**config.mk**
```make
export PLATFORM = sky130hd
export DESIGN_NAME = tcb_arb_2mp_flat
export DESIGN_NICKNAME = d
export VERILOG_FILES = /design/src/rtl/tcb_pkg.sv /design/src/rtl/tcb_if.sv /design/src/rtl/tcb_arb_sel.sv /design/src/rtl/tcb_arb_2mp.sv /design/src/flat_wrapper.sv
export SDC_FILE = /design/constraint.sdc
export NUM_CORES = 1
export LEC_CHECK = 0
export BUFFER_PORTS_ARGS = -buffer_cell sky130_fd_sc_hd__buf_2
export CORE_AREA = 10 10 115 117
export DETAILED_ROUTE_END_ITERATION = 10
export DIE_AREA = 0 0 125 127
export GPL_TIMING_DRIVEN = 0
export HOLD_SLACK_MARGIN = 0.03
export PLACE_DENSITY = 0.5
export RECOVER_POWER = 100
export SETUP_SLACK_MARGIN = 0.3
export SLEW_MARGIN = 40
export SYNTH_ARGS = -nofsm -noshare
export SYNTH_HDL_FRONTEND = slang
export SYNTH_SLANG_ARGS = --single-unit
```
**constraint.sdc**
```tcl
create_clock -name clk -period 2.35 [get_ports clk]
set_clock_uncertainty 0.05 [all_clocks]
set_input_delay 0.1175 -clock clk [delete_from_list [all_inputs] [get_ports clk]]
set_output_delay 0.1175 -clock clk [all_outputs]
set_load 0.1 [all_outputs]
```
**src/rtl/tcb_pkg.sv**
```systemverilog
// Shared TCB definitions: response-tracking entry, delay limit, grant helper.
package tcb_pkg;

    // Largest supported response delay in cycles.
    localparam int unsigned DLY_MAX = 4;

    // One response-tracking entry: a transfer happened, and on which port.
    typedef struct packed {
        logic trn;
        logic idx;
    } tcb_rsp_t;

    // Two-port one-hot grant vector from a port index.
    function automatic logic [1:0] tcb_onehot(input logic idx);
        return idx ? 2'b10 : 2'b01;
    endfunction

endpackage

```
**src/rtl/tcb_if.sv**
```systemverilog
// TCB bus bundle: request (vld/wen/ben/adr/wdt), handshake (rdy), delayed response (rdt/err).
interface tcb_if #(
    parameter int unsigned AW  = 32,
    parameter int unsigned DW  = 32,
    parameter int unsigned DLY = 1,
    parameter int unsigned BW  = DW / 8
) ();

    logic          vld;
    logic          wen;
    logic [BW-1:0] ben;
    logic [AW-1:0] adr;
    logic [DW-1:0] wdt;
    logic          rdy;
    logic [DW-1:0] rdt;
    logic          err;

    modport man (
        output vld, wen, ben, adr, wdt,
        input  rdy, rdt, err
    );

    modport sub (
        input  vld, wen, ben, adr, wdt,
        output rdy, rdt, err
    );

endinterface

```
**src/rtl/tcb_arb_sel.sv**
```systemverilog
// Two-port grant selector: fixed priority or round-robin, with a lock that
// keeps the grant on a stalled port until its transfer completes.
module tcb_arb_sel
    import tcb_pkg::*;
#(
    parameter int unsigned RR = 1
) (
    input  logic       clk,
    input  logic       rst,
    input  logic [1:0] vld,
    input  logic       rdy,
    output logic [1:0] gnt,
    output logic       idx
);

    logic last;
    logic hold;
    logic lck;
    logic any;
    logic trn;

    assign any = |vld;
    assign trn = any & rdy;

    // Choose the granted index; a held lock overrides the arbitration.
    always_comb begin
        idx = 1'b0;
        if (hold) begin
            idx = lck;
        end else begin
            case (vld)
                2'b01:   idx = 1'b0;
                2'b10:   idx = 1'b1;
                2'b11:   idx = (RR != 0) ? ~last : 1'b0;
                default: idx = 1'b0;
            endcase
        end
        gnt = any ? tcb_onehot(idx) : 2'b00;
    end

    // Track the last completed grant and lock onto a stalled request.
    always_ff @(posedge clk or negedge rst) begin
        if (!rst) begin
            last <= 1'b1;
            hold <= 1'b0;
            lck  <= 1'b0;
        end else begin
            if (trn) begin
                last <= idx;
                hold <= 1'b0;
            end else if (any) begin
                hold <= 1'b1;
                lck  <= idx;
            end
        end
    end

endmodule

```
**src/rtl/tcb_arb_2mp.sv**
```systemverilog
// Two-manager TCB arbiter: merges sub0/sub1 onto one manager port and routes
// delayed error responses back to the port that issued each transfer.
module tcb_arb_2mp
    import tcb_pkg::*;
#(
    parameter int unsigned AW  = 32,
    parameter int unsigned DW  = 32,
    parameter int unsigned DLY = 1,
    parameter int unsigned RR  = 1
) (
    input logic clk,
    input logic rst,
    tcb_if.sub  sub0,
    tcb_if.sub  sub1,
    tcb_if.man  man
);

    if (sub0.AW != AW || sub1.AW != AW || man.AW != AW) begin : g_chk_aw
        $error("tcb_arb_2mp: AW mismatch between ports");
    end
    if (sub0.DW != DW || sub1.DW != DW || man.DW != DW) begin : g_chk_dw
        $error("tcb_arb_2mp: DW mismatch between ports");
    end
    if (sub0.BW != man.BW || sub1.BW != man.BW) begin : g_chk_bw
        $error("tcb_arb_2mp: BW mismatch between ports");
    end
    if (sub0.DLY != DLY || sub1.DLY != DLY || man.DLY != DLY) begin : g_chk_dly
        $error("tcb_arb_2mp: DLY mismatch between ports");
    end
    if (DLY > DLY_MAX) begin : g_chk_dly_max
        $error("tcb_arb_2mp: DLY exceeds DLY_MAX");
    end

    logic [1:0] gnt;
    logic       idx;
    logic       trn;

    tcb_arb_sel #(
        .RR (RR)
    ) u_sel (
        .clk (clk),
        .rst (rst),
        .vld ({sub1.vld, sub0.vld}),
        .rdy (man.rdy),
        .gnt (gnt),
        .idx (idx)
    );

    assign trn = man.vld & man.rdy;

    // Request path: idx is 0 when idle, so sub0 drives the bus then.
    assign man.vld = sub0.vld | sub1.vld;
    assign man.wen = idx ? sub1.wen : sub0.wen;
    assign man.ben = idx ? sub1.ben : sub0.ben;
    assign man.adr = idx ? sub1.adr : sub0.adr;
    assign man.wdt = idx ? sub1.wdt : sub0.wdt;

    assign sub0.rdy = man.rdy & gnt[0];
    assign sub1.rdy = man.rdy & gnt[1];

    assign sub0.rdt = man.rdt;
    assign sub1.rdt = man.rdt;

    if (DLY == 0) begin : g_rsp_comb
        assign sub0.err = rst & man.err & gnt[0];
        assign sub1.err = rst & man.err & gnt[1];
    end else begin : g_rsp_pipe
        tcb_rsp_t pipe [DLY];

        // Shift {trn, idx} every cycle so the last stage lines up with man.err.
        always_ff @(posedge clk or negedge rst) begin
            if (!rst) begin
                for (int unsigned i = 0; i < DLY; i++) begin
                    pipe[i] <= '0;
                end
            end else begin
                pipe[0] <= '{trn: trn, idx: idx};
                for (int unsigned i = 1; i < DLY; i++) begin
                    pipe[i] <= pipe[i-1];
                end
            end
        end

        assign sub0.err = man.err & pipe[DLY-1].trn & ~pipe[DLY-1].idx;
        assign sub1.err = man.err & pipe[DLY-1].trn &  pipe[DLY-1].idx;
    end

endmodule
```
**src/flat_wrapper.sv**
```systemverilog
// flat-port wrapper written by rule: the top's interface ports become plain ports
module tcb_arb_2mp_flat import tcb_pkg::*;
#(
    parameter int unsigned AW  = 32,
    parameter int unsigned DW  = 32,
    parameter int unsigned DLY = 1,
    parameter int unsigned RR  = 1
)
  (clk, rst, sub0_vld, sub0_wen, sub0_ben, sub0_adr, sub0_wdt, sub0_rdy, sub0_rdt, sub0_err, sub1_vld, sub1_wen, sub1_ben, sub1_adr, sub1_wdt, sub1_rdy, sub1_rdt, sub1_err, man_vld, man_wen, man_ben, man_adr, man_wdt, man_rdy, man_rdt, man_err);
  tcb_if #(.AW(AW), .DW(DW), .DLY(DLY)) sub0_i ();
  tcb_if #(.AW(AW), .DW(DW), .DLY(DLY)) sub1_i ();
  tcb_if #(.AW(AW), .DW(DW), .DLY(DLY)) man_i ();
  input logic clk;
  input logic rst;
  input wire logic [$bits(sub0_i.vld)-1:0] sub0_vld;
  input wire logic [$bits(sub0_i.wen)-1:0] sub0_wen;
  input wire logic [$bits(sub0_i.ben)-1:0] sub0_ben;
  input wire logic [$bits(sub0_i.adr)-1:0] sub0_adr;
  input wire logic [$bits(sub0_i.wdt)-1:0] sub0_wdt;
  output wire logic [$bits(sub0_i.rdy)-1:0] sub0_rdy;
  output wire logic [$bits(sub0_i.rdt)-1:0] sub0_rdt;
  output wire logic [$bits(sub0_i.err)-1:0] sub0_err;
  input wire logic [$bits(sub1_i.vld)-1:0] sub1_vld;
  input wire logic [$bits(sub1_i.wen)-1:0] sub1_wen;
  input wire logic [$bits(sub1_i.ben)-1:0] sub1_ben;
  input wire logic [$bits(sub1_i.adr)-1:0] sub1_adr;
  input wire logic [$bits(sub1_i.wdt)-1:0] sub1_wdt;
  output wire logic [$bits(sub1_i.rdy)-1:0] sub1_rdy;
  output wire logic [$bits(sub1_i.rdt)-1:0] sub1_rdt;
  output wire logic [$bits(sub1_i.err)-1:0] sub1_err;
  output wire logic [$bits(man_i.vld)-1:0] man_vld;
  output wire logic [$bits(man_i.wen)-1:0] man_wen;
  output wire logic [$bits(man_i.ben)-1:0] man_ben;
  output wire logic [$bits(man_i.adr)-1:0] man_adr;
  output wire logic [$bits(man_i.wdt)-1:0] man_wdt;
  input wire logic [$bits(man_i.rdy)-1:0] man_rdy;
  input wire logic [$bits(man_i.rdt)-1:0] man_rdt;
  input wire logic [$bits(man_i.err)-1:0] man_err;
  assign sub0_i.vld = sub0_vld;
  assign sub0_i.wen = sub0_wen;
  assign sub0_i.ben = sub0_ben;
  assign sub0_i.adr = sub0_adr;
  assign sub0_i.wdt = sub0_wdt;
  assign sub0_rdy = sub0_i.rdy;
  assign sub0_rdt = sub0_i.rdt;
  assign sub0_err = sub0_i.err;
  assign sub1_i.vld = sub1_vld;
  assign sub1_i.wen = sub1_wen;
  assign sub1_i.ben = sub1_ben;
  assign sub1_i.adr = sub1_adr;
  assign sub1_i.wdt = sub1_wdt;
  assign sub1_rdy = sub1_i.rdy;
  assign sub1_rdt = sub1_i.rdt;
  assign sub1_err = sub1_i.err;
  assign man_vld = man_i.vld;
  assign man_wen = man_i.wen;
  assign man_ben = man_i.ben;
  assign man_adr = man_i.adr;
  assign man_wdt = man_i.wdt;
  assign man_i.rdy = man_rdy;
  assign man_i.rdt = man_rdt;
  assign man_i.err = man_err;
  tcb_arb_2mp #(.AW(AW), .DW(DW), .DLY(DLY), .RR(RR)) u_core (.clk(clk), .rst(rst), .sub0(sub0_i), .sub1(sub1_i), .man(man_i));
endmodule
```
==> flow_metrics.env <==
export IMPL_status="complete, no violations"
export IMPL_worstPathArrival_ps=1960
export IMPL_grt_overflow_total=0
export IMPL_placed_cells=586
export IMPL_cts_tree="yes"
export IMPL_hold_viol_final=0
export IMPL_vias=2223
export IMPL_grt_antenna_before_repair=0
export IMPL_p_total_mw=3.147
export IMPL_row_count=39
export IMPL_startpoint="u_core.u_sel.last$_DFFE_PN1P_"
export IMPL_vias_per_cell=3.755
export IMPL_io_buffers=281
export IMPL_seqCellArea_sq_um=126.4
export IMPL_power_density_nw_per_um2=876.3
export IMPL_drv_slew=0
export IMPL_coreArea_sq_um=11130
export IMPL_rsz0062_at_grt="yes"
export IMPL_synth_cells=162
export IMPL_slew_headroom_pct=17.86
export IMPL_hp_class="input port to register"
export IMPL_placed_area_sq_um=3157
export IMPL_tightest_slew_ps=1237
export IMPL_clk_latency_ps=220
export IMPL_path_max_fanout=9
export IMPL_ioPinCount=314
export IMPL_syn_area_sq_um=1567
export IMPL_path_clk_slew_ps=30
export IMPL_die_x_um=125
export IMPL_synth_distinct_cells=14
export IMPL_end_kind="primary output"
export IMPL_finalWeightedCongestion=0.7587
export IMPL_worstReg2RegStart="u_core.u_sel.last$_DFFE_PN1P_"
export IMPL_synth_warning_count=0
export IMPL_syn_area_per_cell_sq_um=9.670
export IMPL_fin_crit_sh_pct=90.52
export IMPL_htree_levels=1
export IMPL_p_leak_nw=1.851
export IMPL_fin_nets=626
export IMPL_slowest_stage="dfstp_2"
export IMPL_layout_drive_gt1_share_pct=80.18
export IMPL_clkPwrFrac_pct=8.7
export IMPL_final_setup_tns_ps=0
export IMPL_min_period_ps=2127
export IMPL_layoutNonFillerInstCount=592
export IMPL_die_area_sq_um=15880
export IMPL_grt_max_degree=11
export IMPL_combPwrFrac_pct=87.8
export IMPL_grt_pass1_vias=2560
export IMPL_grt_use_total_pct=10.80
export IMPL_cts_buffer_depth=2
export IMPL_grt_pass1_wl_um=14210
export IMPL_wirelength_um=9771
export IMPL_cts_sinks=5
export IMPL_switchingPower_mw=2.094
export IMPL_worstPathRequired_ps=2180
export IMPL_stdcell_area_sq_um=3591
export IMPL_die_y_um=127
export IMPL_ir_drop_mv=0.4871
export IMPL_antenna_cells=0
export IMPL_crit_type="register to primary output"
export IMPL_synth_seq_cells=5
export IMPL_dpl_hpwl_um=8751
export IMPL_seq_power_share_pct=3.5
export IMPL_drtIter0Drc=40
export IMPL_root_buffer="clkbuf_16"
export IMPL_crit_chain="nand2_1 > a22oi_1 > buf_12 > mux2_2 > clkbuf_2"
export IMPL_area_growth_pct=129.2
export IMPL_multi_input_area_sq_um=860.8
export IMPL_initial_utilization_pct=14.08
export IMPL_internal_power_mw=1.053
export IMPL_finalSetupViolCount=0
export IMPL_drv_cap=0
export IMPL_antenna_left=0
export IMPL_wl_per_cell_um=16.51
export IMPL_synth_seq_area_share_pct=8.067
export IMPL_worst_setup_path_start_kind="register"
export IMPL_cpPeakStageDelay_ps=520
export IMPL_hold_start="man_rdy"
export IMPL_swShare_pct=66.55
export IMPL_drc=0
export IMPL_rrSetupSlack_ps=880
export IMPL_dr_pass1_iters=4
export IMPL_num_fill_cells=1178
export IMPL_synth_nets=338
export IMPL_max_freq_ghz=0.4701
export IMPL_cts_inserted_buffers=3
## cells in the mapped netlist
cell type / n / share of area (%)
a22oi_4: 1 / 1.4
and3_1: 1 / 0.40
buf_4: 64 / 31
buf_6: 7 / 5.0
dfrtp_1: 4 / 6.4
dfstp_2: 1 / 1.7
inv_1: 3 / 0.72
mux2_2: 70 / 50
nand2_1: 2 / 0.48
nor2_1: 4 / 0.96
nor2b_1: 1 / 0.40
o21a_1: 1 / 0.48
o21ai_0: 2 / 0.64
o31ai_1: 1 / 0.48
## placed cells by master, fill, tap and decap left out, drive strengths merged
cell           n
dfstp          1
a22oi          1
o21a           1
mux2          70
o21ai          2
and3           1
inv            3
nor2b          1
nor2           4
buf          281
nand2          2
o31ai          1
dfrtp          4
dlygate4sd3    1
clkbuf        76
## timing repair
action                                 4_1_cts  5_1_grt
setup endpoints to repair                   71       68
gates resized for setup                    136        0
endpoints found under the hold margin        5        0
hold buffers                                 1        0
pin swaps                                    1        0
buffers inserted                             1        0
## power groups by stage
stage	Clock, mW	Combinational (mW)	Sequential, mW
after floorplan	0	2.17	0.110
after global placement	0	2.53	0.115
after detailed placement	0	2.54	0.116
after CTS	0.278	2.80	0.115
after global routing	0.288	2.85	0.113
final	0.273	2.76	0.111
## per-layer routing
layer / GRT usage (%) / up-vias / part of all wire [%] / routed length [um]
met5: 0 / - / 0 / 0
li1: - / 1067 / - / -
met2: 20.39 / 189 / 52 / 5125
met3: 6.907 / 4 / 15 / 1508
met1: 9.720 / 963 / 31 / 3073
met4: 1.491 / 0 / 0.64 / 63
## worst max-delay path: cells and delay by family, from the launching register on
| family | cells | cell delay, ps |
|---|---|---|
| simple gates | 1 | 50 |
| mux | 1 | 340 |
| flops | 1 | 520 |
| buf+inv | 2 | 570 |
| compound gates | 1 | 240 |
## cell type report
cell class,count,area share [%]
inverter,3,0.3136
tap,143,4.983
timing repair buffer,283,49.44
buffer,71,15.57
multi-input combinational,83,23.97
sequential,5,3.519
clock buffer,4,2.195
## cells by family (layout without fill, tap and decap cells)
logic type / count (synthesis) / in the layout / share of synthesized area [%]
buffers and inverters: 74 / 361 / 36.42
muxes: 70 / 70 / 50.32
and+or+nand+nor: 8 / 8 / 2.237
AOI/OAI and AO/OA: 5 / 5 / 2.956
DFF: 5 / 5 / 8.068
## sequential cells by signal, indices dropped and copies added (netlist names)
name	flops
u_core.u_sel.hold	1
u_core.u_sel.last	1
u_core.u_sel.lck	1
u_core.g_rsp_pipe.pipe	2
## final timing paths
path                                                       endpoint  cells past startpoint
worst max-delay path                                     man_ben[0]                      5
worst min-delay path                   u_core.u_sel.lck$_DFFE_PN0P_                      2
worst max register to register        u_core.u_sel.last$_DFFE_PN1P_                      5
worst min register to register         u_core.u_sel.lck$_DFFE_PN0P_                      2
max in group asynchronous             u_core.u_sel.last$_DFFE_PN1P_                      2
min in group asynchronous       u_core.g_rsp_pipe.pipe[0]$_DFF_PN0_                      2
## metrics by stage
stage	hold WS, ps	setup WS (ps)	util [%]
after CTS	58.53	275.8	33.18
after global placement	-112.9	208.2	28.37
after global routing	71.76	130.2	32.28
after floorplan	-228.1	374.5	-
final	57.56	222.7	32.28
after detailed placement	-112.8	197.8	28.37
Power figures use the tool's default switching activity.
